[src/rtl/holy_axi_read_arbiter_if.sv]
// Bundle of the two cache-side AXI read ports and the shared AXI4 read master port.
// "master" is the arbiter's view; "slave" is the view of everything around it.
interface holy_axi_read_arbiter_if;
    logic [31:0] s0_araddr;
    logic [31:0] s1_araddr;
    logic [7:0]  s0_arlen;
    logic [7:0]  s1_arlen;
    logic        s0_arvalid;
    logic        s1_arvalid;
    logic        s0_arready;
    logic        s1_arready;
    logic [31:0] s0_rdata;
    logic [31:0] s1_rdata;
    logic [1:0]  s0_rresp;
    logic [1:0]  s1_rresp;
    logic        s0_rlast;
    logic        s1_rlast;
    logic        s0_rvalid;
    logic        s1_rvalid;
    logic        s0_rready;
    logic        s1_rready;

    logic [3:0]  m_axi_arid;
    logic [31:0] m_axi_araddr;
    logic [7:0]  m_axi_arlen;
    logic [2:0]  m_axi_arsize;
    logic [1:0]  m_axi_arburst;
    logic        m_axi_arvalid;
    logic        m_axi_arready;
    logic [3:0]  m_axi_rid;
    logic [31:0] m_axi_rdata;
    logic [1:0]  m_axi_rresp;
    logic        m_axi_rlast;
    logic        m_axi_rvalid;
    logic        m_axi_rready;

    modport master (
        input  s0_araddr, s1_araddr, s0_arlen, s1_arlen, s0_arvalid, s1_arvalid,
        output s0_arready, s1_arready,
        output s0_rdata, s1_rdata, s0_rresp, s1_rresp, s0_rlast, s1_rlast,
        output s0_rvalid, s1_rvalid,
        input  s0_rready, s1_rready,
        output m_axi_arid, m_axi_araddr, m_axi_arlen, m_axi_arsize, m_axi_arburst, m_axi_arvalid,
        input  m_axi_arready,
        input  m_axi_rid, m_axi_rdata, m_axi_rresp, m_axi_rlast, m_axi_rvalid,
        output m_axi_rready
    );

    modport slave (
        output s0_araddr, s1_araddr, s0_arlen, s1_arlen, s0_arvalid, s1_arvalid,
        input  s0_arready, s1_arready,
        input  s0_rdata, s1_rdata, s0_rresp, s1_rresp, s0_rlast, s1_rlast,
        input  s0_rvalid, s1_rvalid,
        output s0_rready, s1_rready,
        input  m_axi_arid, m_axi_araddr, m_axi_arlen, m_axi_arsize, m_axi_arburst, m_axi_arvalid,
        output m_axi_arready,
        output m_axi_rid, m_axi_rdata, m_axi_rresp, m_axi_rlast, m_axi_rvalid,
        input  m_axi_rready
    );
endinterface

[src/rtl/holy_axi_read_arbiter.sv]
// Two-port AXI4 read arbiter (s0 = d-cache, s1 = i-cache) onto one AXI4 read master.
// One burst is owned end to end (AR then all R beats) before the next grant.
module holy_axi_read_arbiter #(
    parameter int FIXED_PRIO = 0
) (
    input  logic                           clk,
    input  logic                           rst,
    holy_axi_read_arbiter_if.master        bus
);
    localparam logic [1:0] S_IDLE = 2'd0;
    localparam logic [1:0] S_ADDR = 2'd1;
    localparam logic [1:0] S_DATA = 2'd2;

    logic [1:0]  r_state;
    logic        r_grant;
    logic        r_last_grant;
    logic [31:0] r_addr;
    logic [7:0]  r_len;

    logic w_any_req;
    logic w_pick;
    logic w_grant_fire;
    logic w_in_addr;
    logic w_in_data;
    logic w_rready;
    logic w_r_done;
    logic w_unused_rid;

    // Contention goes to the port that did not win last; a lone request always wins.
    always_comb begin
        w_pick = bus.s1_arvalid;
        if (bus.s0_arvalid && bus.s1_arvalid) begin
            w_pick = (FIXED_PRIO != 0) ? 1'b0 : ~r_last_grant;
        end
    end

    // Gating with rst keeps a requester from seeing an arready that reset then discards.
    assign w_any_req    = bus.s0_arvalid | bus.s1_arvalid;
    assign w_grant_fire = (r_state == S_IDLE) && !rst && w_any_req;
    assign w_in_addr    = (r_state == S_ADDR);
    assign w_in_data    = (r_state == S_DATA);

    assign bus.s0_arready = w_grant_fire & ~w_pick;
    assign bus.s1_arready = w_grant_fire &  w_pick;

    assign bus.m_axi_arvalid = w_in_addr;
    assign bus.m_axi_araddr  = r_addr;
    assign bus.m_axi_arlen   = r_len;
    assign bus.m_axi_arid    = {3'b000, r_grant};
    assign bus.m_axi_arsize  = 3'b010;
    assign bus.m_axi_arburst = 2'b01;

    assign w_rready         = w_in_data & (r_grant ? bus.s1_rready : bus.s0_rready);
    assign bus.m_axi_rready = w_rready;
    assign bus.s0_rvalid    = w_in_data & ~r_grant & bus.m_axi_rvalid;
    assign bus.s1_rvalid    = w_in_data &  r_grant & bus.m_axi_rvalid;

    assign bus.s0_rdata = bus.m_axi_rdata;
    assign bus.s1_rdata = bus.m_axi_rdata;
    assign bus.s0_rresp = bus.m_axi_rresp;
    assign bus.s1_rresp = bus.m_axi_rresp;
    assign bus.s0_rlast = bus.m_axi_rlast;
    assign bus.s1_rlast = bus.m_axi_rlast;

    // Burst end is taken from rlast alone, so any arlen (0..255) passes through untouched.
    assign w_r_done     = bus.m_axi_rvalid & w_rready & bus.m_axi_rlast;
    assign w_unused_rid = ^bus.m_axi_rid;

    always_ff @(posedge clk) begin
        if (rst) begin
            r_state      <= S_IDLE;
            r_grant      <= 1'b0;
            r_last_grant <= 1'b1;
            r_addr       <= '0;
            r_len        <= '0;
        end else begin
            case (r_state)
                S_IDLE: begin
                    if (w_grant_fire) begin
                        r_grant <= w_pick;
                        r_addr  <= w_pick ? bus.s1_araddr : bus.s0_araddr;
                        r_len   <= w_pick ? bus.s1_arlen  : bus.s0_arlen;
                        r_state <= S_ADDR;
                    end
                end
                S_ADDR: begin
                    if (bus.m_axi_arready) begin
                        r_state <= S_DATA;
                    end
                end
                S_DATA: begin
                    if (w_r_done) begin
                        r_last_grant <= r_grant;
                        r_state      <= S_IDLE;
                    end
                end
                default: r_state <= S_IDLE;
            endcase
        end
    end
endmodule

[src/flat_wrapper.sv]
// flat-port wrapper written by rule: the top's interface ports become plain ports
module holy_axi_read_arbiter_flat 
#(
    parameter int FIXED_PRIO = 0
)
  (clk, rst, bus_s0_araddr, bus_s1_araddr, bus_s0_arlen, bus_s1_arlen, bus_s0_arvalid, bus_s1_arvalid, bus_s0_arready, bus_s1_arready, bus_s0_rdata, bus_s1_rdata, bus_s0_rresp, bus_s1_rresp, bus_s0_rlast, bus_s1_rlast, bus_s0_rvalid, bus_s1_rvalid, bus_s0_rready, bus_s1_rready, bus_m_axi_arid, bus_m_axi_araddr, bus_m_axi_arlen, bus_m_axi_arsize, bus_m_axi_arburst, bus_m_axi_arvalid, bus_m_axi_arready, bus_m_axi_rid, bus_m_axi_rdata, bus_m_axi_rresp, bus_m_axi_rlast, bus_m_axi_rvalid, bus_m_axi_rready);
  holy_axi_read_arbiter_if bus_i ();
  input  logic clk;
  input  logic rst;
  input wire logic [$bits(bus_i.s0_araddr)-1:0] bus_s0_araddr;
  input wire logic [$bits(bus_i.s1_araddr)-1:0] bus_s1_araddr;
  input wire logic [$bits(bus_i.s0_arlen)-1:0] bus_s0_arlen;
  input wire logic [$bits(bus_i.s1_arlen)-1:0] bus_s1_arlen;
  input wire logic [$bits(bus_i.s0_arvalid)-1:0] bus_s0_arvalid;
  input wire logic [$bits(bus_i.s1_arvalid)-1:0] bus_s1_arvalid;
  output wire logic [$bits(bus_i.s0_arready)-1:0] bus_s0_arready;
  output wire logic [$bits(bus_i.s1_arready)-1:0] bus_s1_arready;
  output wire logic [$bits(bus_i.s0_rdata)-1:0] bus_s0_rdata;
  output wire logic [$bits(bus_i.s1_rdata)-1:0] bus_s1_rdata;
  output wire logic [$bits(bus_i.s0_rresp)-1:0] bus_s0_rresp;
  output wire logic [$bits(bus_i.s1_rresp)-1:0] bus_s1_rresp;
  output wire logic [$bits(bus_i.s0_rlast)-1:0] bus_s0_rlast;
  output wire logic [$bits(bus_i.s1_rlast)-1:0] bus_s1_rlast;
  output wire logic [$bits(bus_i.s0_rvalid)-1:0] bus_s0_rvalid;
  output wire logic [$bits(bus_i.s1_rvalid)-1:0] bus_s1_rvalid;
  input wire logic [$bits(bus_i.s0_rready)-1:0] bus_s0_rready;
  input wire logic [$bits(bus_i.s1_rready)-1:0] bus_s1_rready;
  output wire logic [$bits(bus_i.m_axi_arid)-1:0] bus_m_axi_arid;
  output wire logic [$bits(bus_i.m_axi_araddr)-1:0] bus_m_axi_araddr;
  output wire logic [$bits(bus_i.m_axi_arlen)-1:0] bus_m_axi_arlen;
  output wire logic [$bits(bus_i.m_axi_arsize)-1:0] bus_m_axi_arsize;
  output wire logic [$bits(bus_i.m_axi_arburst)-1:0] bus_m_axi_arburst;
  output wire logic [$bits(bus_i.m_axi_arvalid)-1:0] bus_m_axi_arvalid;
  input wire logic [$bits(bus_i.m_axi_arready)-1:0] bus_m_axi_arready;
  input wire logic [$bits(bus_i.m_axi_rid)-1:0] bus_m_axi_rid;
  input wire logic [$bits(bus_i.m_axi_rdata)-1:0] bus_m_axi_rdata;
  input wire logic [$bits(bus_i.m_axi_rresp)-1:0] bus_m_axi_rresp;
  input wire logic [$bits(bus_i.m_axi_rlast)-1:0] bus_m_axi_rlast;
  input wire logic [$bits(bus_i.m_axi_rvalid)-1:0] bus_m_axi_rvalid;
  output wire logic [$bits(bus_i.m_axi_rready)-1:0] bus_m_axi_rready;
  assign bus_i.s0_araddr = bus_s0_araddr;
  assign bus_i.s1_araddr = bus_s1_araddr;
  assign bus_i.s0_arlen = bus_s0_arlen;
  assign bus_i.s1_arlen = bus_s1_arlen;
  assign bus_i.s0_arvalid = bus_s0_arvalid;
  assign bus_i.s1_arvalid = bus_s1_arvalid;
  assign bus_s0_arready = bus_i.s0_arready;
  assign bus_s1_arready = bus_i.s1_arready;
  assign bus_s0_rdata = bus_i.s0_rdata;
  assign bus_s1_rdata = bus_i.s1_rdata;
  assign bus_s0_rresp = bus_i.s0_rresp;
  assign bus_s1_rresp = bus_i.s1_rresp;
  assign bus_s0_rlast = bus_i.s0_rlast;
  assign bus_s1_rlast = bus_i.s1_rlast;
  assign bus_s0_rvalid = bus_i.s0_rvalid;
  assign bus_s1_rvalid = bus_i.s1_rvalid;
  assign bus_i.s0_rready = bus_s0_rready;
  assign bus_i.s1_rready = bus_s1_rready;
  assign bus_m_axi_arid = bus_i.m_axi_arid;
  assign bus_m_axi_araddr = bus_i.m_axi_araddr;
  assign bus_m_axi_arlen = bus_i.m_axi_arlen;
  assign bus_m_axi_arsize = bus_i.m_axi_arsize;
  assign bus_m_axi_arburst = bus_i.m_axi_arburst;
  assign bus_m_axi_arvalid = bus_i.m_axi_arvalid;
  assign bus_i.m_axi_arready = bus_m_axi_arready;
  assign bus_i.m_axi_rid = bus_m_axi_rid;
  assign bus_i.m_axi_rdata = bus_m_axi_rdata;
  assign bus_i.m_axi_rresp = bus_m_axi_rresp;
  assign bus_i.m_axi_rlast = bus_m_axi_rlast;
  assign bus_i.m_axi_rvalid = bus_m_axi_rvalid;
  assign bus_m_axi_rready = bus_i.m_axi_rready;
  holy_axi_read_arbiter #(.FIXED_PRIO(FIXED_PRIO)) u_core (.clk(clk), .rst(rst), .bus(bus_i));
endmodule
[config.mk]
export PLATFORM = sky130hd
export DESIGN_NAME = holy_axi_read_arbiter_flat
export DESIGN_NICKNAME = d
export VERILOG_FILES = /design/src/rtl/holy_axi_read_arbiter_if.sv /design/src/rtl/holy_axi_read_arbiter.sv /design/src/flat_wrapper.sv
export SDC_FILE = /design/constraint.sdc
export NUM_CORES = 1
export LEC_CHECK = 0
export CORE_AREA = 2 2 98 100
export DETAILED_ROUTE_END_ITERATION = 8
export DIE_AREA = 0 0 100 102
export GPL_ROUTABILITY_DRIVEN = 0
export HOLD_SLACK_MARGIN = 0.05
export PLACE_DENSITY = 0.85
export SETUP_SLACK_MARGIN = 0.2
export SLEW_MARGIN = 20
export SYNTH_ARGS = -nofsm -noshare
export SYNTH_HDL_FRONTEND = slang
export SYNTH_SLANG_ARGS = --single-unit
[constraint.sdc]
create_clock -name clk -period 1.9 [get_ports clk]
set_input_delay 0.19 -clock clk [delete_from_list [all_inputs] [get_ports clk]]
set_output_delay 0.19 -clock clk [all_outputs]
set_load 0.01 [all_outputs]
==> run metrics <==
TNS Setup 0 ns; Met1 Wirelength approximately 2900 um; H-tree Lvls 2; clk root buf clkbuf_8; Crit path required time around 1.7 ns; top layer in use met4; Initial Utilization between 20% and 30%; HPWL after detailed placement 5870 um; Mapped Cells 272; WHS Endpoint bus_s0_rdata[20]; Clock Skew approximately 0.01 ns; Critical Path Source u_core.r_state[0]; Yosys warnings 0; flop2flop setup slack roughly 0.45 ns; top cell type's share of synthesized area between 30% and 40%; final antenna-violating net count 0; clock period minus worst slack about 1.6 ns; Slew HR between 60% and 70%; Pre-antenna DRT Iters 4; Setup Viol. Count Final 0; clock sinks between 40 and 50; global-route wire length before repair about 11000 um; layout cells sized above 1 roughly 9%; RR Endpoint u_core.bus.m_axi_araddr[25]; syn_area_per_cell between 9 and 10 um2; Max IR drop VDD around 0.00030 V; metal2 WL about 4000 um; post-synthesis sequential area ratio 35.2%; Post-route DRC 0; Simple-Gate Fraction of Synth Area between 10% and 20%; Core ar. 0.00911 mm2; CTS tree built; Worst EP arrival 1.43 ns; Critical Path Fanout Max 7; Ports about 250; Fillers just under 900; Yosys cell types 28; ANT cells 0; RSZ-0062 raised after global routing false; main area contributors after synthesis dfxtp_1, buf_4, a221o_1; most frequent cells in the layout clkdlybuf4s50_1, dfxtp_1, and3_1, a221o_1, buf_4; pwr dens 694 mW/mm2; flops & latches, synth 44; Leak roughly 1.5 nW; die footprint just over 0.01 mm2; max frequency about 620 MHz; final core occ about 40%; final hold slack roughly 0.38 ns; CTS buffer count 5; Hold Buf Count CTS 0; Post-Synth XOR/XNOR Area 0%; Min-Delay Path Class input pin to output port; status finished clean; final net count between 400 and 500; RR Startpoint u_core.r_last_grant; site row count 35; crit share post-route between 80 and 90%; crit end category output port; clk slew on worst S/H paths roughly 0.09 ns; area leader, netlist dfxtp_1; final wirelength 7830 um; vias in the first global route 2278; Die H about 100 um; Final Power around 2.5 mW; combinational family with the most area after synthesis buffers and inverters; die width around 100 um; initial antenna violation count 0; commonest non-fill, non-tap cell in the layout clkdlybuf4s50_1; Max Cap Viol 0; post-synthesis compound-gate area fraction 17.9%; CTS max path bufs 2; slew of the pin with the lowest slew margin approximately 0.58 ns; Layout area overhead 41.9%; largest net degree at the start of global routing a little over 40; critical path class register to output port; Post-Syn Area 0.00250 mm2; mux contribution to synthesized area less than 1%; R2R cell count 4; PortBufs around 140; Fin. Hold Viols 0; latest clock arrival within the worst-skew pair ~0.29 ns; Initial DRC Count 78; hold path cells 0; met3 WL just under 800 um; Hold Crit Start bus_m_axi_rdata[20]; Post-Synth Adder-Cell Area 0%; Via density roughly 5.0; GR Overflow Total 0; gr usage total a little over an eighth; WL/cell ~18 um; Final Max Tran Viols 0; DR vias about 2.2k; Worst Setup Start Kind register
[metrics by stage]
stage | std cells | instance area (um2) | setup WS, ns
final | 446 | 3550 | 0.279
after global routing | 446 | 3550 | 0.213
after CTS | 446 | 3540 | 0.107
after detailed placement | 436 | 3410 | 0.0382
after global placement | 436 | 3410 | 0.0591
after floorplan | 278 | 2530 | 0.475
[cell families after synthesis]
family / Yosys count
other: 2
DFF: 44
muxes: 2
AOI/OAI and AO/OA: 54
buffers and inverters: 101
and+or+nand+nor: 69
[cell usage after synthesis]
cell        n
buf_4      81
nand4b_1    1
a221o_1    31
dfxtp_1    44
a31oi_1     9
a21oi_1     2
or2_2       2
a2111oi_0   1
and3_1     32
nor2b_1     4
o21ai_0     9
nand3_1     9
nor3_2      1
nand2b_1    1
nor2_1      6
buf_6       6
a21boi_0    1
clkbuf_1    8
nor3_1      1
a32o_1      1
buf_2       5
nand2_1     1
nand4_1     9
mux2i_1     2
and2_1      1
inv_1       1
conb_1      2
and3_4      1
[where the power goes]
group	switching [mW]	total (mW)	internal, mW
clock network	0.332	0.723	0.391
registers	0.0566	1.06	1.01
logic	0.262	0.680	0.417
[flip-flops by register name, summed over array words and instances (netlist names)]
signal	count
u_core.bus.m_axi_araddr	32
u_core.bus.m_axi_arlen	8
u_core.r_grant	1
u_core.r_last_grant	1
u_core.r_state	2
[critical path: stages, from the launching register on]
cell,delay [ns]
dfxtp_4,0.41
nor2b_2,0.17
clkdlybuf4s50_1,0.55
[layer usage]
| layer | track usage [%] | vias to the layer above |
|---|---|---|
| met4 | 6.32 | 0 |
| met1 | 13.9 | 1047 |
| met2 | 26.3 | 153 |
| li1 | - | 1031 |
| met5 | 0 | - |
| met3 | 3.49 | 17 |
[cell type report]
type                       instances  area (um2)  share of cell area, %
sequential                        44         890                   25.0
tap                              111         139                   3.91
multi-input combinational        133         935                   26.3
timing repair buffer             149        1480                   41.6
inverter                           1        3.75                  0.106
clock inverter                     2        35.0                  0.986
clock buffer                       6        72.6                   2.04
[worst max path at each step]
stage | endpoint | slack [ns] | cells past startpoint
floorplan | u_core.bus.m_axi_araddr[29] | 0.47 | 6
global placement | bus_s0_arready | 0.06 | 4
detailed placement | bus_s0_arready | 0.04 | 4
CTS | bus_m_axi_rready | 0.11 | 3
global route | bus_m_axi_arvalid | 0.21 | 2
finish | bus_m_axi_arvalid | 0.28 | 2
[timing repair]
action                                  in CTS  in global routing
endpoints found under the setup margin       6                  4
pin swaps                                    1                  0
buffers inserted                             2                  0
gates resized for setup                      8                  6
Power figures use the tool's default switching activity.
